`config.mk`:
```
export PLATFORM = sky130hd
export DESIGN_NAME = ara_req_bcast
export DESIGN_NICKNAME = d
export VERILOG_FILES = /design/src/rtl/ara_req_bcast.sv
export SDC_FILE = /design/constraint.sdc
export NUM_CORES = 1
export LEC_CHECK = 0
export BUFFER_PORTS_ARGS = -buffer_cell sky130_fd_sc_hd__buf_2
export CAP_MARGIN = 20
export CORE_AREA = 2 2 687 689
export DETAILED_ROUTE_END_ITERATION = 8
export DIE_AREA = 0 0 689 691
export GPL_TIMING_DRIVEN = 0
export MAX_ROUTING_LAYER = met4
export PLACE_DENSITY = 0.32
export SYNTH_ARGS = -nofsm -noshare
export SYNTH_HDL_FRONTEND = slang
export SYNTH_SLANG_ARGS = --single-unit
```
`constraint.sdc`:
```
create_clock -name clk_i -period 11.62 [get_ports clk_i]
set_clock_uncertainty 0.2 [all_clocks]
set_input_delay 1.162 -clock clk_i [delete_from_list [all_inputs] [get_ports clk_i]]
set_output_delay 1.162 -clock clk_i [all_outputs]
set_load 0.02 [all_outputs]
```
`src/rtl/ara_req_bcast.sv`:
```
// rtl/ara_req_bcast.sv - fork CVA6 accelerator requests to NrClusters Ara clusters and join responses
// Optional ARA_BCAST_MISMATCH_EN adds a sticky trans_id mismatch flag (mismatch_o).
package ara_bcast_pkg;
    typedef struct packed {
        logic        valid;
        logic [5:0]  cause;
        logic [31:0] tval;
    } exception_t;

    typedef struct packed {
        logic        req_valid;
        logic        resp_ready;
        logic [31:0] insn;
        logic [63:0] rs1;
        logic [63:0] rs2;
        logic [2:0]  frm;
        logic [2:0]  trans_id;
        logic        store_pending;
        logic        acc_cons_en;
        logic        inval_ready;
    } accelerator_req_t;

    typedef struct packed {
        logic        req_ready;
        logic        resp_valid;
        logic [63:0] result;
        logic [2:0]  trans_id;
        exception_t  exception;
        logic [4:0]  fflags;
        logic        fflags_valid;
        logic        store_pending;
        logic        store_complete;
        logic        load_complete;
        logic        inval_valid;
        logic [63:0] inval_addr;
    } accelerator_resp_t;
endpackage

module ara_req_bcast
    import ara_bcast_pkg::*;
#(
    parameter int unsigned NrClusters = 4,
    parameter int unsigned CntWidth   = 4
) (
    input  logic                               clk_i,
    input  logic                               rst_i,
    input  accelerator_req_t                   acc_req_i,
    output accelerator_resp_t                  acc_resp_o,
    output accelerator_req_t  [NrClusters-1:0] acc_req_o,
    input  accelerator_resp_t [NrClusters-1:0] acc_resp_i
`ifdef ARA_BCAST_MISMATCH_EN
    ,
    output logic                               mismatch_o
`endif
);

    localparam int unsigned IdxWidth = (NrClusters > 1) ? $clog2(NrClusters) : 1;

    typedef struct packed {
        logic [63:0] result;
        logic [2:0]  trans_id;
        exception_t  exception;
        logic [4:0]  fflags;
        logic        fflags_valid;
    } rdata_t;

    logic [NrClusters-1:0]                sent_q, ready_c, fork_hs, sp_c;
    logic [NrClusters-1:0]                rvalid_q;
    rdata_t [NrClusters-1:0]              rdata_q;
    logic [NrClusters-1:0][CntWidth-1:0]  ld_cnt_q, st_cnt_q;
    logic                                 store_pending_q, lock_q;
    logic [IdxWidth-1:0]                  gnt_q, gnt;
    logic                                 req_hs, resp_hs, ld_fire, st_fire;

    // Fixed-priority invalidation arbiter; a pending grant is held until CVA6 accepts it.
    always_comb begin
        gnt = '0;
        if (lock_q) begin
            gnt = gnt_q;
        end else begin
            for (int c = int'(NrClusters) - 1; c >= 0; c--) begin
                if (acc_resp_i[c].inval_valid) gnt = IdxWidth'(c);
            end
        end
    end

    always_comb begin
        ld_fire = 1'b1;
        st_fire = 1'b1;
        for (int c = 0; c < NrClusters; c++) begin
            ready_c[c]                = acc_resp_i[c].req_ready;
            sp_c[c]                   = acc_resp_i[c].store_pending;
            acc_req_o[c]              = acc_req_i;
            acc_req_o[c].req_valid    = acc_req_i.req_valid & ~sent_q[c];
            acc_req_o[c].resp_ready   = ~rvalid_q[c];
            acc_req_o[c].inval_ready  = acc_req_i.inval_ready & (gnt == IdxWidth'(c));
            fork_hs[c]                = acc_req_o[c].req_valid & acc_resp_i[c].req_ready;
            if (ld_cnt_q[c] == '0) ld_fire = 1'b0;
            if (st_cnt_q[c] == '0) st_fire = 1'b0;
        end
    end

    always_comb begin
        acc_resp_o                = '0;
        acc_resp_o.req_ready      = &(sent_q | ready_c);
        acc_resp_o.resp_valid     = &rvalid_q;
        acc_resp_o.result         = rdata_q[0].result;
        acc_resp_o.trans_id       = rdata_q[0].trans_id;
        acc_resp_o.exception      = rdata_q[0].exception;
        for (int c = int'(NrClusters) - 1; c >= 0; c--) begin
            if (rdata_q[c].exception.valid) acc_resp_o.exception = rdata_q[c].exception;
        end
        for (int c = 0; c < NrClusters; c++) begin
            acc_resp_o.fflags       = acc_resp_o.fflags | rdata_q[c].fflags;
            acc_resp_o.fflags_valid = acc_resp_o.fflags_valid | rdata_q[c].fflags_valid;
        end
        acc_resp_o.store_pending  = store_pending_q;
        acc_resp_o.load_complete  = ld_fire;
        acc_resp_o.store_complete = st_fire;
        acc_resp_o.inval_valid    = acc_resp_i[gnt].inval_valid;
        acc_resp_o.inval_addr     = acc_resp_i[gnt].inval_addr;
    end

    assign req_hs  = acc_req_i.req_valid & acc_resp_o.req_ready;
    assign resp_hs = acc_req_i.resp_ready & acc_resp_o.resp_valid;

    always_ff @(posedge clk_i or posedge rst_i) begin
        if (rst_i) begin
            sent_q          <= '0;
            rvalid_q        <= '0;
            rdata_q         <= '0;
            ld_cnt_q        <= '0;
            st_cnt_q        <= '0;
            store_pending_q <= 1'b0;
            lock_q          <= 1'b0;
            gnt_q           <= '0;
        end else begin
            sent_q <= req_hs ? '0 : (sent_q | fork_hs);
            for (int c = 0; c < NrClusters; c++) begin
                if (resp_hs) begin
                    rvalid_q[c] <= 1'b0;
                end else if (acc_resp_i[c].resp_valid && !rvalid_q[c]) begin
                    rvalid_q[c] <= 1'b1;
                    rdata_q[c]  <= '{result:       acc_resp_i[c].result,
                                     trans_id:     acc_resp_i[c].trans_id,
                                     exception:    acc_resp_i[c].exception,
                                     fflags:       acc_resp_i[c].fflags,
                                     fflags_valid: acc_resp_i[c].fflags_valid};
                end
                ld_cnt_q[c] <= ld_cnt_q[c] + CntWidth'(acc_resp_i[c].load_complete)
                               - CntWidth'(ld_fire);
                st_cnt_q[c] <= st_cnt_q[c] + CntWidth'(acc_resp_i[c].store_complete)
                               - CntWidth'(st_fire);
            end
            store_pending_q <= |sp_c;
            lock_q          <= acc_resp_o.inval_valid & ~acc_req_i.inval_ready;
            gnt_q           <= gnt;
        end
    end

`ifdef ARA_BCAST_MISMATCH_EN
    logic mismatch_q;
    always_ff @(posedge clk_i or posedge rst_i) begin
        if (rst_i) begin
            mismatch_q <= 1'b0;
        end else if (resp_hs) begin
            for (int c = 1; c < NrClusters; c++) begin
                if (rdata_q[c].trans_id != rdata_q[0].trans_id) mismatch_q <= 1'b1;
            end
        end
    end
    assign mismatch_o = mismatch_q;
`endif

`ifndef SYNTHESIS
    // Completion counters are sized so that saturation means the clusters have drifted apart.
    always_ff @(posedge clk_i) begin
        if (!rst_i) begin
            for (int c = 0; c < NrClusters; c++) begin
                assert (!(acc_resp_i[c].load_complete && !ld_fire && ld_cnt_q[c] == '1));
                assert (!(acc_resp_i[c].store_complete && !st_fire && st_cnt_q[c] == '1));
            end
        end
    end
`endif

endmodule

```
* Word-level counts from Yosys, hierarchy flattened
Cells that the tools add are included.
** Word-level totals
- Input port bits :: 901
- Output and inout bits :: 866
- Register bits after elaboration :: 291
- Word-level logic and storage cells :: 147
** Operators by class
- Add/sub/neg operators :: 16
- Reduce and logical (&&, ||, !) cells :: 28
- Mux-type cells :: 28
- Bitwise gates (word level) :: 33
- Order comparisons :: 1
- Equality and inequality tests :: 3
** Operator list (number)
- $bmux W182 S2 :: 1
- $mux W39 :: 4
- $mux W65 :: 1
- $add A4 B1 Y4 :: 8
- $logic_not A4 Y1 :: 8
- $sub A4 B1 Y4 :: 8
- $mux W1 :: 16
- $and A1 B1 Y1 :: 15
- $or A5 B5 Y5 :: 3
- $mux W2 :: 5
- $not A1 Y1 :: 10
- $or A4 B4 Y4 :: 2
- $reduce_and A2 Y1 :: 4
- $reduce_and A4 Y1 :: 2
- $reduce_bool A2 Y1 :: 4
- $eq A2 B2 Y1 const B :: 2
- $logic_and A1 B1 Y1 :: 4
- $logic_not A1 Y1 :: 4
- $mux W4 :: 1
- $reduce_or A4 Y1 :: 1
- $lt A2 B3 Y1 const B :: 1
- $or A1 B1 Y1 :: 3
- $eq A2 B1 Y1 const B :: 1
- $logic_not A2 Y1 :: 1

* Depth between registers and ports, before layout
Gate-level depths: netlist of the first run.
- Depth in word-level cells :: 8
- Gate-level depth with buffers :: 10
- Depth with buffers taken out :: 10

* Worst setup path after synthesis of the first run
OpenSTA, ideal clock, no wires.
- Path kind :: input port to output port
- Start point :: input acc_resp_i[64] (netlist bit)
- End point :: output acc_req_o[342] (netlist bit)
- Arrival :: 2480 ps
- Stages on the path :: 5
- Slack :: 7778 ps
- Required time :: 10258 ps
- Buffers on the path :: 2
- Path through :: o41ai_4 > inv_2 > buf_6 > buf_6 > nor3_1
** RTL lines
- start, declared :: RTL line 50 : input accelerator_resp_t [NrClusters-1:0] acc_resp_i
- end, declared :: RTL line 49 : output accelerator_req_t [NrClusters-1:0] acc_req_o,

==> results.yml, run 1 <==
critical_path:
  arrival_ns: 3.57
  r2r-end: "ld_cnt_q[6]"
  r2r_cells: 10
  crit_fanout: 10
  crit_path_end: "acc_resp_o[37]"
  cp-startpoint: "acc_resp_i[610]"
  required_ns: 10.26
  crit_type: "primary input to output port"
  critPathCaptureType: "output port"
  r2r_slack_ns: 8.64
  r2r_start: "ld_cnt_q[14]"
  critPathLaunchType: "primary input"
yosys:
  syn_area_um2: 20950
  synth_seq_cells: 291
  synth_area_per_cell_um2: 10.67
  synth_nets: 2904
  ys_seq_area_share_pct: 34.76
  postSynth.asyncResetShare_pct: 100.0
  ys_top_cells_by_area: "dfrtp_1 (35%), buf_4 (27%), mux2_2 (13%), mux2i_1 (12%), ha_1 (1.9%)"
  synth_top_area_share_pct: 34.76
  yosysWarnings: 0
  synth_top_cell_by_area: "dfrtp_1"
  synth_flop_cell: "dfrtp_1"
  synthMostInstantiatedCell: "buf_4"
  synth_cell_types: 45
  synth_cells: 1963
  synth-edff-count: 0
  synth_common_cells: "buf_4 (745), dfrtp_1 (291), mux2i_1 (250)"
clock_network:
  insertion_delay_ns: 0.67
  cts-root-buf: "clkbuf_16"
  post_cts_buffers: 0
  clock_path_buffers: 3
  post_cts_resized: 0
  cts_max_level: 2
  cts_buffers: 39
  hold_buffers: 0
  clk_pin_slew_worst_paths_ns: 0.05
  tritoncts: "built"
  cts.sinks: 291
detailed_routing:
  wl_met3_um: 22680
  first_pass_iters: 5
  finalWirelength_um: 216300
  drc: 0
  wl_per_cell_um: 22.13
  avgViaCountPerCell: 2.022
  drtIter0Drc: 1111
  dr.max_layer_used: "met4"
  wl_met2_um: 102100
  ant_nets: 0
  met1Wirelength_um: 83420
  vias: 19760
timing:
  setup_viol_count_final: 0
  worst_slew_pin_slew_ns: 1.208
  fmax_mhz: 202.7
  fin_crit_ns: 4.933
  hold_violations: 0
  rsz0062_at_grt: "false"
  finalMaxSlewViolations: 0
  fin_crit_sh_pct: 42.45
  setup_ws_ns: 6.687
  slew_headroom_pct: 17.14
cells_and_area:
  nets: 4357
  syn2layout_area_growth_pct: 79.48
  layout-drive-gt1-share_pct: 73.12
floorplan:
  die_w_um: 689
  io_pins: 1767
  num_rows: 252
  die_area_um2: 476100
  core_um2: 469200
  die_h_um: 691
  initial_utilization_pct: 4.465
status:
  status: "complete, no violations"
power:
  vdd_ir_drop_max_mv: 0.1407
  powerDensity_nw_per_um2: 197.4
  p_total_mw: 7.423
  leakage_nw: 17.18
min_path:
  hold_class: "flip-flop to flip-flop"
  hold_depth: 1
  hold_path_startpoint: "rdata_q[339]"
global_route:
  antenna_found_initial: 207
  grt_usage_pct: 8.932
  grt_pass1_wl_um: 256100
  grt_pass1_vias: 19040
  grt_max_degree: 103
  overflow: 0
placed_design:
  dp_slack_ns: 6.783
  place.gp.congestion: 1.024
  port_buffers: 1397
  dpl.hpwl_um: 199800
job:
  maxCapViolations: 0
[metal layers]
metal,global-route usage (%),up-vias
met5,-,-
met4,2.508,0
met3,3.755,283
met2,14.86,1290
met1,9.695,9284
li1,-,8907
[where the power goes]
group          switching, mW  internal (mW)
Combinational           2.55           1.68
Sequential             0.330           1.55
Clock                  0.573          0.740
Total                   3.45           3.97
[cell type report]
cell class                 instances  area, µm²
tap                             6223       7786
antenna                          108      270.3
multi-input combinational        808       7422
timing repair buffer            1412       7259
buffer                           818       6073
inverter                          46      180.2
clock buffer                      60       1155
sequential                       291       7282
clock inverter                    10      168.9
fill                           55210     431600
[layout by cell type (no fill, tap or decap), drive strengths merged, types with 9 or more instances in the layout]
cell       n
diode    108
a21oi     17
mux2i    250
xor2      17
inv       49
nand2     71
nor2      10
mux2     248
dfrtp    291
nand2b    11
buf     2198
clkbuf    92
o21ai     59
nor2b     20
o31ai      9
ha        32
[cells by family after synthesis]
logic type	share of synthesized area (%)
buffers and inverters	29.81
AO/OA/AOI/OAI	3.494
XOR/XNOR	0.9198
AND/OR/NAND/NOR	3.064
adder cells (fa/ha/maj)	2.676
flip-flops	34.76
multiplexers	25.28
[state kept, by name, indices dropped and copies added, names as in the netlist]
name / count
acc_resp_o: 67
rdata_q: 180
sent_q: 4
store_pending_q: 1
gnt_q: 2
lock_q: 1
st_cnt_q: 16
ld_cnt_q: 16
rvalid_q: 4
[worst max-delay path: stages]
cell      delay (ns)
buf_2           0.12
nor2b_1         0.12
o311a_1         0.30
buf_6           0.14
clkbuf_4        0.25
mux2i_1         0.76
mux2i_1         0.37
buf_2           0.31
[through the flow]
stage,utilization (%),std cells,setup TNS [ns],cell area (µm²),hold WS (ns)
3_3_place_gp,7.615,9583,-1091.27,35730,0.2851
3_5_place_dp,7.674,9598,0,36000,0.2874
4_1_cts,7.956,9668,0,37330,0.3010
6_report,8.014,9776,0,37600,0.2999
5_1_grt,8.007,9763,0,37560,0.3164
2_1_floorplan,-,1963,0,20950,0.2716
[how the worst min path moves through the flow]
stage              endpoint  slack [ns]
2_1_floorplan  rdata_q[336]        0.27
3_3_place_gp   rdata_q[339]        0.29
5_1_grt        rdata_q[228]        0.32
6_report       rdata_q[339]        0.30
3_5_place_dp   rdata_q[336]        0.29
4_1_cts        rdata_q[336]        0.30
Note: power is estimated with default switching activity, not from simulation.
==> inputs of run 2 (changes only) <==
--- a/config.mk
+++ b/config.mk
@@ -7,9 +7,9 @@
 export LEC_CHECK = 0
 export BUFFER_PORTS_ARGS = -buffer_cell sky130_fd_sc_hd__buf_2
 export CAP_MARGIN = 20
-export CORE_AREA = 2 2 687 689
+export CORE_AREA = 2 2 682 684
 export DETAILED_ROUTE_END_ITERATION = 8
-export DIE_AREA = 0 0 689 691
+export DIE_AREA = 0 0 684 686
 export GPL_TIMING_DRIVEN = 0
 export MAX_ROUTING_LAYER = met4
 export PLACE_DENSITY = 0.32
==> constraint.sdc (replaced) <==
create_clock -name clk_i -period 4.4 [get_ports clk_i]
set_clock_uncertainty 0.2 [all_clocks]
set_input_delay 0.44 -clock clk_i [delete_from_list [all_inputs] [get_ports clk_i]]
set_output_delay 0.44 -clock clk_i [all_outputs]
set_load 0.02 [all_outputs]
==> run 2 against run 1 <==
Compared with the run above: core utilization rose by 0.70 points; highest routed layer unchanged; largest power group unchanged; global-route usage increased by 0.27 points; combinational power grew to 2.8 times the previous value; sequential share of layout area decreased by 1.3 points; worst setup slack worse by 6.3 ns; clock-buffer cell count decreased by 5; register-to-register slack lost 7.2 ns; critical path depth is 1 lower; total power rose to 2.7 times the previous value.
==> results.yml, run 2 (synthesis results as in run 1) <==
clock_network:
  tritoncts: "built"
  clock_path_buffers: 3
  cts.sinks: 291
  post_cts_buffers: 0
  cts-root-buf: "clkbuf_16"
  cts_buffers: 40
  clk_pin_slew_worst_paths_ns: 0.08
  post_cts_resized: 0
  insertion_delay_ns: 0.62
  cts_max_level: 2
detailed_routing:
  vias: 20880
  finalWirelength_um: 218700
  wl_per_cell_um: 21.90
  drc: 0
  first_pass_iters: 5
  avgViaCountPerCell: 2.091
  ant_nets: 0
  drtIter0Drc: 929
status:
  status: "complete, no violations"
timing:
  setup_ws_ns: 0.3801
  fin_crit_ns: 4.020
  hold_violations: 0
  setup_viol_count_final: 0
  worst_slew_pin_slew_ns: 0.8766
  slew_headroom_pct: 41.36
  fin_crit_sh_pct: 91.36
  fmax_mhz: 248.8
  rsz0062_at_grt: "false"
  finalMaxSlewViolations: 0
global_route:
  grt_pass1_vias: 20780
  antenna_found_initial: 192
  overflow: 0
  grt_usage_pct: 9.206
  grt_pass1_wl_um: 263900
  grt_max_degree: 36
critical_path:
  crit_fanout: 10
  path_common_cell: "mux2i_1"
  crit_path_end: "acc_resp_o[34]"
  r2r_cells: 10
  r2r_start: "ld_cnt_q[14]"
  critPathLaunchType: "flip-flop"
  critPathCaptureType: "output port"
  crit_chain: "nand2b_1 -> o311a_1 -> buf_6 -> clkbuf_4 -> mux2i_1 -> mux2i_1 -> buf_2"
  worstSetupPathDepth: 7
  critical_path.slowest_cell: "mux2i_1"
  required_ns: 3.76
  r2r-end: "ld_cnt_q[6]"
  cp_num_buf_inv: 3
  crit_type: "flip-flop to output port"
  arrival_ns: 3.38
  crit_family: "multiplexers"
  cp-startpoint: "lock_q"
  cp_slowest_stage_delay_ns: 0.71
  r2r_slack_ns: 1.44
placed_design:
  dp_slack_ns: 0.9058
  port_buffers: 1397
  place_inst: 9552
  place.gp.congestion: 0.8525
  dpl.hpwl_um: 202800
floorplan:
  die_h_um: 686
  core_um2: 462000
  io_pins: 1767
  initial_utilization_pct: 4.534
  die_w_um: 684
  num_rows: 250
  die_area_um2: 469200
job:
  maxCapViolations: 0
power:
  leakage_nw: 18.33
  powerDensity_nw_per_um2: 499.1
  vdd_ir_drop_max_mv: 0.3534
cells_and_area:
  largest_register_ff_count: 180
  final_cell_mix: "buf_2 (1426), buf_4 (745), dfrtp_1 (291), dlygate4sd3_1 (278), mux2i_1 (250)"
  layout-drive-gt1-share_pct: 67.79
  largest-register: "rdata_q"
  layout_commonest_cell: "buf_2"
  syn2layout_area_growth_pct: 92.15
  nets: 4639
  finalNonFillerCells: 9985
min_path:
  hold_class: "primary input to flip-flop"
run 2: cell types whose count changed in the layout (fill, tap and decap cells not counted), moves of 4 or more:
cell,previous run,this run
dlygate4sd3_1,0,278
clkbuf_1,36,32
diode_2,108,89
buf_12,7,16
buf_16,4,0
clkbuf_8,10,5
run 2: worst min path at each step:
stage | start | endpoint | slack, ns | cells past startpoint
floorplan | rdata_q[336] | rdata_q[336] | 0.27 | 1
global placement | rdata_q[2] | rdata_q[2] | 0.28 | 1
CTS | acc_req_i[170] | sent_q[1] | 0.03 | 3
detailed placement | rdata_q[337] | rdata_q[337] | 0.29 | 1
finish | acc_req_i[170] | sent_q[1] | 0.12 | 3
global route | acc_req_i[170] | sent_q[1] | 0.12 | 3
run 2: what timing repair did:
action | in CTS | in global routing
setup endpoints to repair | 0 | 0
hold endpoints to repair | 287 | 0
hold buffers | 278 | 0
run 2: power breakdown:
part           switching (mW)  internal, mW  leakage, nW
clock                    1.46          1.90        0.614
sequential              0.887          4.09         3.42
combinational            7.15          4.60         14.3
total                    9.50          10.6         18.3
run 2: per-stage QoR:
step | hold slack [ns] | TNS (ns) | util, % | cell area [µm²] | power (mW)
final | 0.1203 | 0 | 8.712 | 40250 | 20.09
after global routing | 0.1163 | 0 | 8.705 | 40220 | 21.52
after CTS | 0.03211 | 0 | 8.664 | 40030 | 20.88
after detailed placement | 0.2873 | 0 | 7.790 | 35990 | 17.00
after global placement | 0.2824 | -952.75 | 7.720 | 35670 | 16.83
after floorplan | 0.2716 | -29.44 | - | 20950 | 11.30
run 2: worst min-delay path: stages:
cell and delay [ns]:
buf_2 0.15, and2_1 0.19, nor2_1 0.10
run 2: cell type report:
cell class / instances / area, µm²
plain buffers: 818 / 6077
fillers: 54160 / 421800
clock buffers: 55 / 1129
inverters: 46 / 176.4
flip-flops and latches: 291 / 7282
well taps: 6174 / 7725
clock inverters: 11 / 126.4
diodes: 89 / 222.7
repair buffers: 1693 / 10090
multi-input cells: 808 / 7422
run 2: routing by layer:
layer | vias up | GRT usage [%] | routed length (µm)
li1 | 9456 | - | -
met1 | 10000 | 10.69 | 88280
met2 | 1197 | 15.78 | 107400
met3 | 221 | 2.649 | 17850
met4 | 0 | 1.794 | 5225
met5 | - | - | 0
==> inputs of run 3 (changes only) <==
==> constraint.sdc (replaced) <==
create_clock -name clk_i -period 4.9 [get_ports clk_i]
set_clock_uncertainty 0.2 [all_clocks]
set_input_delay 0.49 -clock clk_i [delete_from_list [all_inputs] [get_ports clk_i]]
set_output_delay 0.49 -clock clk_i [all_outputs]
set_load 0.02 [all_outputs]
==> run 3 against run 2 <==
Compared with the run above: sequential power is 10% lower; sequential cell count unchanged; largest power group unchanged; via count is 0.34% lower; sequential share of layout area about the same; critical path depth stayed put; highest routed layer unchanged; core utilization barely moved; worst setup slack better by 0.39 ns.
==> results.yml, run 3 (synthesis results as in run 1) <==
timing:
  worst_slew_pin_slew_ns: 0.8860
  finalMaxSlewViolations: 0
  slew_headroom_pct: 39.24
  finalSetupTns_ns: 0
  fin_crit_sh_pct: 84.29
  setup_ws_ns: 0.7696
  fmax_mhz: 242.1
  hold_violations: 0
  setup_viol_count_final: 0
  rsz0062_at_grt: "false"
  fin_crit_ns: 4.130
global_route:
  grt_max_degree: 36
  busiest_layer: "met2"
  grtUsageMet3_pct: 2.629
  use_met1_pct: 10.70
  grt_usage_pct: 9.204
  grt_pass1_vias: 20740
  met2_usage_pct: 15.78
  antenna_found_initial: 192
  overflow: 0
  grt_pass1_wl_um: 263800
power:
  p_total_mw: 18.02
  leakage_nw: 18.31
  powerDensity_nw_per_um2: 448.5
  vdd_ir_drop_max_mv: 0.3197
job:
  maxCapViolations: 0
detailed_routing:
  avgViaCountPerCell: 2.084
  vias: 20810
  ant_nets: 0
  wl_per_cell_um: 21.90
  first_pass_iters: 5
  finalWirelength_um: 218600
  drc: 0
  drtIter0Drc: 871
floorplan:
  num_rows: 250
  die_w_um: 684
  initial_utilization_pct: 4.534
  die_h_um: 686
  die_area_um2: 469200
  core_um2: 462000
  io_pins: 1767
critical_path:
  crit_chain: "nand2b_1 -> o311a_1 -> buf_6 -> clkbuf_4 -> mux2i_1 -> mux2i_1 -> buf_2"
  crit_type: "flip-flop to output port"
  cp_slowest_stage_delay_ns: 0.76
  critical_path.slowest_cell: "mux2i_1"
  path_common_cell: "mux2i_1"
  critPathCaptureType: "output port"
  critPathLaunchType: "flip-flop"
  required_ns: 4.21
  crit_fanout: 10
  arrival_ns: 3.44
placed_design:
  place.gp.congestion: 0.8525
  dpl.hpwl_um: 202800
  port_buffers: 1397
  dpl_cell_area_um2: 35990
  dp_slack_ns: 1.356
cells_and_area:
  layout-drive-gt1-share_pct: 67.93
  final_cell_mix: "buf_2 (1426), buf_4 (745), dfrtp_1 (291), dlygate4sd3_1 (270), mux2i_1 (250)"
  multiInputGateArea_um2: 7422
  largest_register_ff_count: 180
  finish.instance_area_um2: 40180
  largest-register: "rdata_q"
  layout_commonest_cell: "buf_2"
  n_fill_cell: 54160
  syn2layout_area_growth_pct: 91.81
  nets: 4631
  fin_util_pct: 8.697
  ff_latch_area_um2: 7282
clock_network:
  post_cts_buffers: 0
  clk_pin_slew_worst_paths_ns: 0.08
  tritoncts: "built"
  clock_path_buffers: 3
  cts_max_level: 2
  cts.sinks: 291
  cts_buffers: 40
  insertion_delay_ns: 0.63
  post_cts_resized: 0
  hold_buffers: 270
  cts-root-buf: "clkbuf_16"
min_path:
  hold_class: "primary input to flip-flop"
status:
  status: "complete, no violations"
## run 3: cell types whose count changed in the layout (fill, tap and decap cells not counted)
cell	delta
dlygate4sd3_1	-8
diode_2	+4
## run 3: path summary, 6_finish.rpt
path,startpoint,end,slack [ns],cells after the start
max in group asynchronous,rst_i,sent_q[3],2.28,9
min in group asynchronous,rst_i,rdata_q[340],0.29,3
min,acc_resp_i[164],acc_resp_o[164],0.05,2
max reg2reg,ld_cnt_q[14],ld_cnt_q[6],1.94,10
min reg2reg,rdata_q[337],rdata_q[337],0.30,1
max,lock_q,acc_resp_o[34],0.77,7
## run 3: area by class of cell
| class | count | share of cell area, % |
|---|---|---|
| clock buffer | 55 | 2.809 |
| inverter | 46 | 0.4391 |
| timing repair buffer | 1685 | 24.91 |
| tap | 6174 | 19.23 |
| buffer | 818 | 15.12 |
| antenna | 93 | 0.5792 |
| clock inverter | 11 | 0.3145 |
| sequential | 291 | 18.12 |
| multi-input combinational | 808 | 18.47 |
## run 3: layer usage
| layer | up-vias | part of all wire [%] |
|---|---|---|
| met4 | 0 | 2.4 |
| met5 | - | 0 |
| met2 | 1178 | 49 |
| met1 | 9957 | 40 |
| li1 | 9451 | - |
| met3 | 219 | 8.3 |
## run 3: through the flow
step	hold WS [ns]	std cells
finish	0.04668	9981
global route	0.01562	9964
CTS	0.01185	9888
detailed placement	0.2873	9552
global placement	0.2824	9534
floorplan	0.2716	1963
## run 3: power breakdown
part	leakage [nW]	switching (mW)	internal (mW)
Sequential	3.42	0.796	3.67
Clock	0.614	1.31	1.71
Combinational	14.3	6.42	4.10
## run 3: critical path, delay by kind of cell (launching register included)
family          cells  cell delay, ns
compound gates      1            0.18
mux                 2            1.19
flops               1            0.51
simple gates        1            0.17
buf+inv             3            0.72
